$ cat src/rtl/au_sign_norm_iter.sv
// au_sign_norm_iter: iterative two's-complement sign normalizer with valid/ready on both sides.
// Define AU_SIGN_NORM_FAST_EN to shift two bits per step when three sign bits remain.
module au_sign_norm_iter #(
  parameter int WIDTH = 8,
  localparam int CW = $clog2(WIDTH)
) (
  input  logic             clk,
  input  logic             rst_n,
  input  logic             in_valid_i,
  output logic             in_ready_o,
  input  logic [WIDTH-1:0] a_i,
  output logic             out_valid_o,
  input  logic             out_ready_i,
  output logic [WIDTH-1:0] z_o,
  output logic [CW-1:0]    cnt_o,
  output logic             zero_o
);
  typedef enum logic [1:0] {IDLE, SHIFT, DONE} state_t;
  state_t state_q, state_d;
  logic [WIDTH-1:0] work_q, work_d;
  logic [CW-1:0] cnt_q, cnt_d;
  logic zero_q, zero_d;
  logic accept, stop, fast;
  assign in_ready_o = (state_q == IDLE) || (state_q == DONE && out_ready_i);
  assign accept = in_valid_i && in_ready_o;
  assign stop = (work_q[WIDTH-1] != work_q[WIDTH-2]) || (cnt_q == CW'(WIDTH-1));
  assign out_valid_o = state_q == DONE;
  assign z_o = work_q;
  assign cnt_o = cnt_q;
  assign zero_o = zero_q;
`ifdef AU_SIGN_NORM_FAST_EN
  // a double step is only safe while it cannot overshoot the clamp at WIDTH-1
  if (WIDTH >= 3) begin : g_fast
    assign fast = (work_q[WIDTH-1] == work_q[WIDTH-2]) && (work_q[WIDTH-2] == work_q[WIDTH-3])
                  && (int'(cnt_q) <= WIDTH-3);
  end else begin : g_nofast
    assign fast = 1'b0;
  end
`else
  assign fast = 1'b0;
`endif
  always_comb begin
    state_d = state_q;
    work_d = work_q;
    cnt_d = cnt_q;
    zero_d = zero_q;
    if (accept) begin
      state_d = SHIFT;
      work_d = a_i;
      cnt_d = '0;
      zero_d = a_i == '0;
    end else if (state_q == SHIFT) begin
      state_d = stop ? DONE : SHIFT;
      work_d = stop ? work_q : fast ? work_q << 2 : work_q << 1;
      cnt_d = stop ? cnt_q : cnt_q + (fast ? CW'(2) : CW'(1));
    end else if (state_q == DONE && out_ready_i) begin
      state_d = IDLE;
    end
  end
  always_ff @(posedge clk) begin
    if (!rst_n) begin
      state_q <= IDLE;
      work_q <= '0;
      cnt_q <= '0;
      zero_q <= 1'b0;
    end else begin
      state_q <= state_d;
      work_q <= work_d;
      cnt_q <= cnt_d;
      zero_q <= zero_d;
    end
  end
endmodule

$ cat config.mk
export PLATFORM = sky130hd
export DESIGN_NAME = au_sign_norm_iter
export DESIGN_NICKNAME = d
export VERILOG_FILES = /design/src/rtl/au_sign_norm_iter.sv
export SDC_FILE = /design/constraint.sdc
export NUM_CORES = 1
export LEC_CHECK = 0
export BUFFER_PORTS_ARGS = -buffer_cell sky130_fd_sc_hd__buf_4
export CORE_MARGIN = 4
export CORE_UTILIZATION = 45
export CTS_CLUSTER_SIZE = 20
export DETAILED_ROUTE_END_ITERATION = 8
export PLACE_DENSITY = 0.81
export SYNTH_ARGS = -nofsm -noshare
export SYNTH_HDL_FRONTEND = slang
export SYNTH_SLANG_ARGS = --single-unit
export TNS_END_PERCENT = 5
$ cat constraint.sdc
create_clock -name clk -period 2 [get_ports clk]
set_input_delay 0.4 -clock clk [delete_from_list [all_inputs] [get_ports clk]]
set_output_delay 0.4 -clock clk [all_outputs]
set_load 0.02 [all_outputs]
==> results.json, run 1 <==
{
  "cts_resized": 0,
  "finalWirelength_mm": 1.432,
  "synth_top_flop_cell": "dfxtp_1",
  "yosysWarnings": 0,
  "coreArea_sq_mm": 0.001318,
  "yosysSeqAreaShare_pct": 44.09,
  "area_delta_synth_final_pct": 32.87,
  "cts-root-buf": "clkbuf_4",
  "holdBufCountCts": 0,
  "r2r_setup_slack_ps": 340,
  "cp_max_fo": 9,
  "grt_start_max_net_pins": 18,
  "p_sw_uw": 192.0,
  "layout_min_cycle_time_ps": 1655,
  "wire_per_inst_microns": 12.14,
  "fmax_ghz": 0.6042,
  "synth_seq_cells": 14,
  "ir_worst_vdd_mv": 0.5194,
  "slew_headroom_pct": 68.62,
  "hpwl_mm": 1.102,
  "worst_slew_pin_slew_ps": 469.6,
  "synth-edff-count": 0,
  "synthCells": 78,
  "maxSlewViolCount": 0,
  "synth_cell_types": 23,
  "rsz0062_at_grt": "no",
  "io_pins": 26,
  "drcViolationCount": 0,
  "syn-mean-instance-area_sq_um": 8.149,
  "status": "finished, final reports clean",
  "cts_sinks": 14,
  "yosys.area.top_type_share_pct": 44.09,
  "port-buffer-count": 25,
  "end_kind": "register",
  "critPathKind": "register to register",
  "critPathLaunchType": "register",
  "die_area_sq_mm": 0.002078,
  "intPower_uw": 438.5,
  "drtIter0Drc": 16,
  "grt_pass1_vias": 597,
  "vias": 622,
  "power.share.clock_pct": 24.4,
  "drive_above_1_share_pct": 29.13,
  "leakagePower_nw": 0.3621,
  "initial_core_util_pct": 48.24,
  "dr.pass1.iters": 4,
  "syn_nets": 92,
  "synth_area_sq_um": 635.6,
  "final_nets": 119,
  "power_uw": 630.5,
  "comb_power_share_pct": 24.9,
  "hold_path_class": "input pin to register",
  "worst_skew_pair.late_latency_ps": 280,
  "htreeDepth": 1,
  "cts_setup_buffers": 0,
  "synth_area_leader_cell": "dfxtp_1",
  "antenna_found_initial": 0,
  "power_density_mw_per_mm2": 746.6,
  "ant_nets": 0,
  "cts_buffer_depth": 2,
  "finalClockSkew_ps": 0.6680,
  "grt_overflow": 0,
  "yosysMostFrequentCell": "nand2_1",
  "grt_pass1_wl_mm": 2.421,
  "hold_viol_final": 0,
  "path_clk_slew_ps": 70,
  "std_cell_rows": 13,
  "crit_arrival_ps": 1860,
  "antennaDiodeCount": 0,
  "max-cap-violations": 0,
  "required_ps": 2210,
  "period_share_pct": 82.76,
  "place.gp.congestion": 0.7492,
  "async_flop_share_pct": 0,
  "switching_share_pct": 30.46,
  "tritoncts": "yes",
  "numCtsBuffers": 3,
  "die_x_microns": 45.58,
  "setup_viol_count_final": 0,
  "via_per_inst": 5.271,
  "die_h_microns": 45.58,
  "fin_setup_tns_ps": 0,
  "synthTopCellsByCount": "nand2_1, dfxtp_1, a31oi_1, o21ai_0, a21oi_1",
  "n_fill_cell": 126,
  "track_usage_pct": 16.11,
  "p_seq_share_pct": 50.7,
  "netlist_top_cells_area": "dfxtp_1, nand2_1, a31oi_1"
}
per-stage QoR:
step	area [sq um]	util (%)	hold slack, ps	std cells	setup WS [ps]
floorplan	635.6	-	486.7	78	430.6
global placement	822.0	62.39	446.0	115	400.4
detailed placement	822.0	62.39	458.7	115	364.8
CTS	844.6	64.10	372.9	118	337.2
global route	844.6	64.10	388.3	118	221.2
finish	844.6	64.10	378.0	118	344.8
cell type report:
type	count	area, sq um	area share (%)
inverter	1	3.754	0.4444
clock buffer	3	22.52	2.667
tap	15	18.77	2.222
multi-input combinational	60	331.6	39.26
sequential	14	280.3	33.19
timing repair buffer	25	187.7	22.22
power by group through the flow:
stage	registers (mW)	clock network (mW)	logic, mW
floorplan	0.345	0	0.0780
CTS	0.320	0.157	0.158
global route	0.323	0.167	0.174
global placement	0.326	0	0.156
detailed placement	0.327	0	0.157
finish	0.320	0.154	0.157
registers in the layout, indices dropped and copies added (netlist names):
signal / flops
zero_o: 1
z_o: 8
state_q: 2
cnt_o: 3
placed cells by master, fill, tap and decap left out, drive strengths merged:
| cell | synthesis | final |
|---|---|---|
| a211oi | 1 | 1 |
| a21oi | 4 | 4 |
| a221oi | 1 | 1 |
| a31oi | 6 | 6 |
| and2 | 2 | 2 |
| buf | 2 | 25 |
| clkbuf | 1 | 3 |
| dfxtp | 14 | 14 |
| ha | 2 | 2 |
| inv | 1 | 1 |
| nand2 | 22 | 22 |
| nand2b | 1 | 1 |
| nand3 | 2 | 2 |
| nand4b | 1 | 1 |
| nor2 | 3 | 3 |
| nor2b | 3 | 3 |
| nor3 | 1 | 1 |
| nor3b | 1 | 1 |
| nor4 | 1 | 1 |
| o21ai | 7 | 7 |
| xnor2 | 2 | 2 |
logic make-up after synthesis:
logic type / synth area share, %
buf+inv: 3.738
simple gates: 27.36
xor+xnor: 2.756
flops: 44.09
fa+ha+maj: 3.936
compound gates: 18.11
layer usage:
metal | track usage [%] | vias to the layer above | share of wire, % | wire length [microns]
li1 | - | 321 | - | -
met3 | 6.719 | 2 | 7.5 | 108
met5 | 0 | - | 0 | 0
met2 | 25.07 | 17 | 48 | 688
met4 | 7.018 | 0 | 1.2 | 17
met1 | 19.18 | 282 | 43 | 617
worst max-delay path, stage by stage (launching register included):
cell	delay (ps)
dfxtp_1	340
ha_1	210
ha_1	200
nor3b_2	210
and2_1	360
nand2_1	90
a31oi_1	170
final timing paths:
kind / start / end / cells after the start
worst max register to register: cnt_o[0]$_SDFFE_PP0P_ / z_o[1]$_SDFFE_PN0P_ / 6
worst min-delay path: a_i[7] / z_o[7]$_SDFFE_PN0P_ / 3
worst max-delay path: cnt_o[0]$_SDFFE_PP0P_ / z_o[1]$_SDFFE_PN0P_ / 6
worst min register to register: zero_o$_SDFFE_PN0P_ / zero_o$_SDFFE_PN0P_ / 2
No activity file was read; power rests on OpenSTA's default activity.
==> inputs of run 2 (changes only) <==
- ABC_AREA: default -> 1
- CORE_UTILIZATION: 45 -> 44
- PLACE_DENSITY: 0.81 -> 0.79
- clock period: 2 -> 1.5 ns (I/O delays scaled with it)
==> results.json, run 2 <==
{
  "status": "finished, final reports clean",
  "tritoncts": "yes",
  "cts-root-buf": "clkbuf_4",
  "fmax_ghz": 0.7118,
  "drcViolationCount": 0,
  "synthCells": 114,
  "cts_sinks": 14,
  "fin_setup_tns_ps": 0,
  "drive_above_1_share_pct": 28.57,
  "setup_viol_count_final": 0,
  "grt_start_max_net_pins": 20,
  "multiInputGateArea_sq_um": 444.2,
  "cts_buffer_depth": 2,
  "die_x_microns": 50.90,
  "vias": 834,
  "cts_setup_buffers": 0,
  "htreeDepth": 1,
  "critPathKind": "register to output port",
  "initial_core_util_pct": 46.88,
  "n_fill_cell": 182,
  "synth-edff-count": 0,
  "synth_seq_cells": 14,
  "intPower_uw": 717.1,
  "switching_share_pct": 36.97,
  "worst_slack_ps": 95.13,
  "yosysSeqAreaShare_pct": 34.62,
  "coreArea_sq_mm": 0.001727,
  "hold_viol_final": 0,
  "synth_area_leader_cell": "dfxtp_1",
  "dr.pass1.iters": 4,
  "critPathLaunchType": "register",
  "final_nets": 155,
  "std_cell_rows": 15,
  "worst_slew_pin_slew_ps": 228.4,
  "finalClockSkew_ps": 3.138,
  "grt_pass1_vias": 752,
  "crit_arrival_ps": 1100,
  "power.share.clock_pct": 23.7,
  "antennaDiodeCount": 0,
  "yosysMostFrequentCell": "nand2_1",
  "layout_min_cycle_time_ps": 1405,
  "crit_family": "flip-flops",
  "syn_nets": 128,
  "async_flop_share_pct": 0,
  "place.gp.congestion": 0.8145,
  "rsz0062_at_grt": "no",
  "leakagePower_nw": 0.5179,
  "numCtsBuffers": 3,
  "maxSlewViolCount": 0,
  "grt_pass1_wl_mm": 3.077,
  "cts_resized": 1,
  "synth_cell_types": 18,
  "slew_headroom_pct": 84.63,
  "finalWirelength_mm": 1.859,
  "dp_slack_ps": 34.47,
  "final_common_cell": "nand2_1",
  "period_share_pct": 93.66,
  "synth_area_sq_um": 809.5,
  "die_area_sq_mm": 0.002590,
  "synthTopCellsByCount": "nand2_1, dfxtp_1, inv_1",
  "cp_slowest_cell": "dfxtp_2",
  "yosysWarnings": 0,
  "crit_chain": "nand2_4 > nand2_1 > inv_1 > buf_4",
  "synth_top_flop_cell": "dfxtp_1",
  "hold_slack_ps": 274.5,
  "cp_max_fo": 9,
  "path_buf_inv": 2,
  "syn-mean-instance-area_sq_um": 7.101,
  "port-buffer-count": 25,
  "end_kind": "output port",
  "worst_skew_pair.late_latency_ps": 280,
  "holdBufCountCts": 0,
  "drtIter0Drc": 12,
  "area_delta_synth_final_pct": 27.67,
  "hold_path_class": "input pin to register",
  "comb_power_share_pct": 36.5,
  "hpwl_mm": 1.498,
  "die_h_microns": 50.90,
  "p_seq_share_pct": 39.7,
  "io_pins": 26,
  "power_density_mw_per_mm2": 1101,
  "ir_worst_vdd_mv": 0.5593,
  "seqCellArea_sq_um": 282.8,
  "antenna_found_initial": 0,
  "ant_nets": 0,
  "track_usage_pct": 15.26,
  "p_sw_uw": 420.6,
  "max-cap-violations": 0,
  "grt_overflow": 0,
  "most-common-layout-cells": "nand2_1, buf_4, dfxtp_1, inv_1, nand4_1",
  "yosys.area.top_type_share_pct": 34.62,
  "required_ps": 1200,
  "netlist_top_cells_area": "dfxtp_1, nand2_1, nand4_1",
  "path_clk_slew_ps": 90,
  "via_per_inst": 5.055,
  "cpPeakStageDelay_ps": 410,
  "wire_per_inst_microns": 11.27,
  "largest_reg_flops": 8
}
==> run 2: area by class of cell <==
class / count / area share (%)
inverter: 13 / 4.964
multi-input combinational: 84 / 42.98
clock buffer: 4 / 3.511
timing repair buffer: 25 / 18.16
tap: 25 / 3.027
sequential: 14 / 27.36
==> run 2: worst paths after layout <==
kind | startpoint | endpoint | slack [ps] | depth (start not counted)
worst min-delay path | rst_n | state_q[0]$_SDFFE_PN0P_ | 270 | 3
worst max-delay path | state_q[1]$_SDFFE_PP0P_ | in_ready_o | 100 | 4
worst max register to register | cnt_o[0]$_SDFFE_PP0P_ | z_o[7]$_SDFFE_PN0P_ | 130 | 9
worst min register to register | zero_o$_SDFFE_PN0P_ | zero_o$_SDFFE_PN0P_ | 480 | 2
==> run 2: per-stage QoR <==
stage	utilization (%)	instance area [sq um]	power, mW	instances
2_1_floorplan	-	809.5	0.7550	114
3_3_place_gp	57.10	985.9	0.8575	161
3_5_place_dp	57.10	985.9	0.8669	161
4_1_cts	59.28	1023	1.134	165
5_1_grt	59.86	1033	1.221	165
6_report	59.86	1033	1.138	165
==> run 2: tightest hold or removal path, delay by kind of cell <==
family	cells	cell delay, ps
and+or+nand+nor	1	60
buffers and inverters	2	170
==> run 2: kinds of logic after synthesis <==
kind of cell | count (synthesis) | share of synthesized area, %
and+or+nand+nor | 71 | 43.74
AOI/OAI and AO/OA | 11 | 7.109
adders and majority gates | 2 | 3.091
DFF | 14 | 34.62
buffers and inverters | 16 | 11.44
==> run 2: power groups by stage <==
stage / logic, mW / clock network [mW] / registers (mW)
after floorplan: 0.263 / 0 / 0.492
after global placement: 0.401 / 0 / 0.456
after detailed placement: 0.409 / 0 / 0.458
after CTS: 0.412 / 0.273 / 0.450
after global routing: 0.464 / 0.299 / 0.458
final: 0.416 / 0.270 / 0.452
==> run 2: layer usage <==
layer	track usage (%)	part of all wire (%)	routed length [microns]
met2	25.43	49	914
met3	2.915	5.1	95
met4	5.381	0.32	6
met1	19.60	45	843
met5	0	0	0
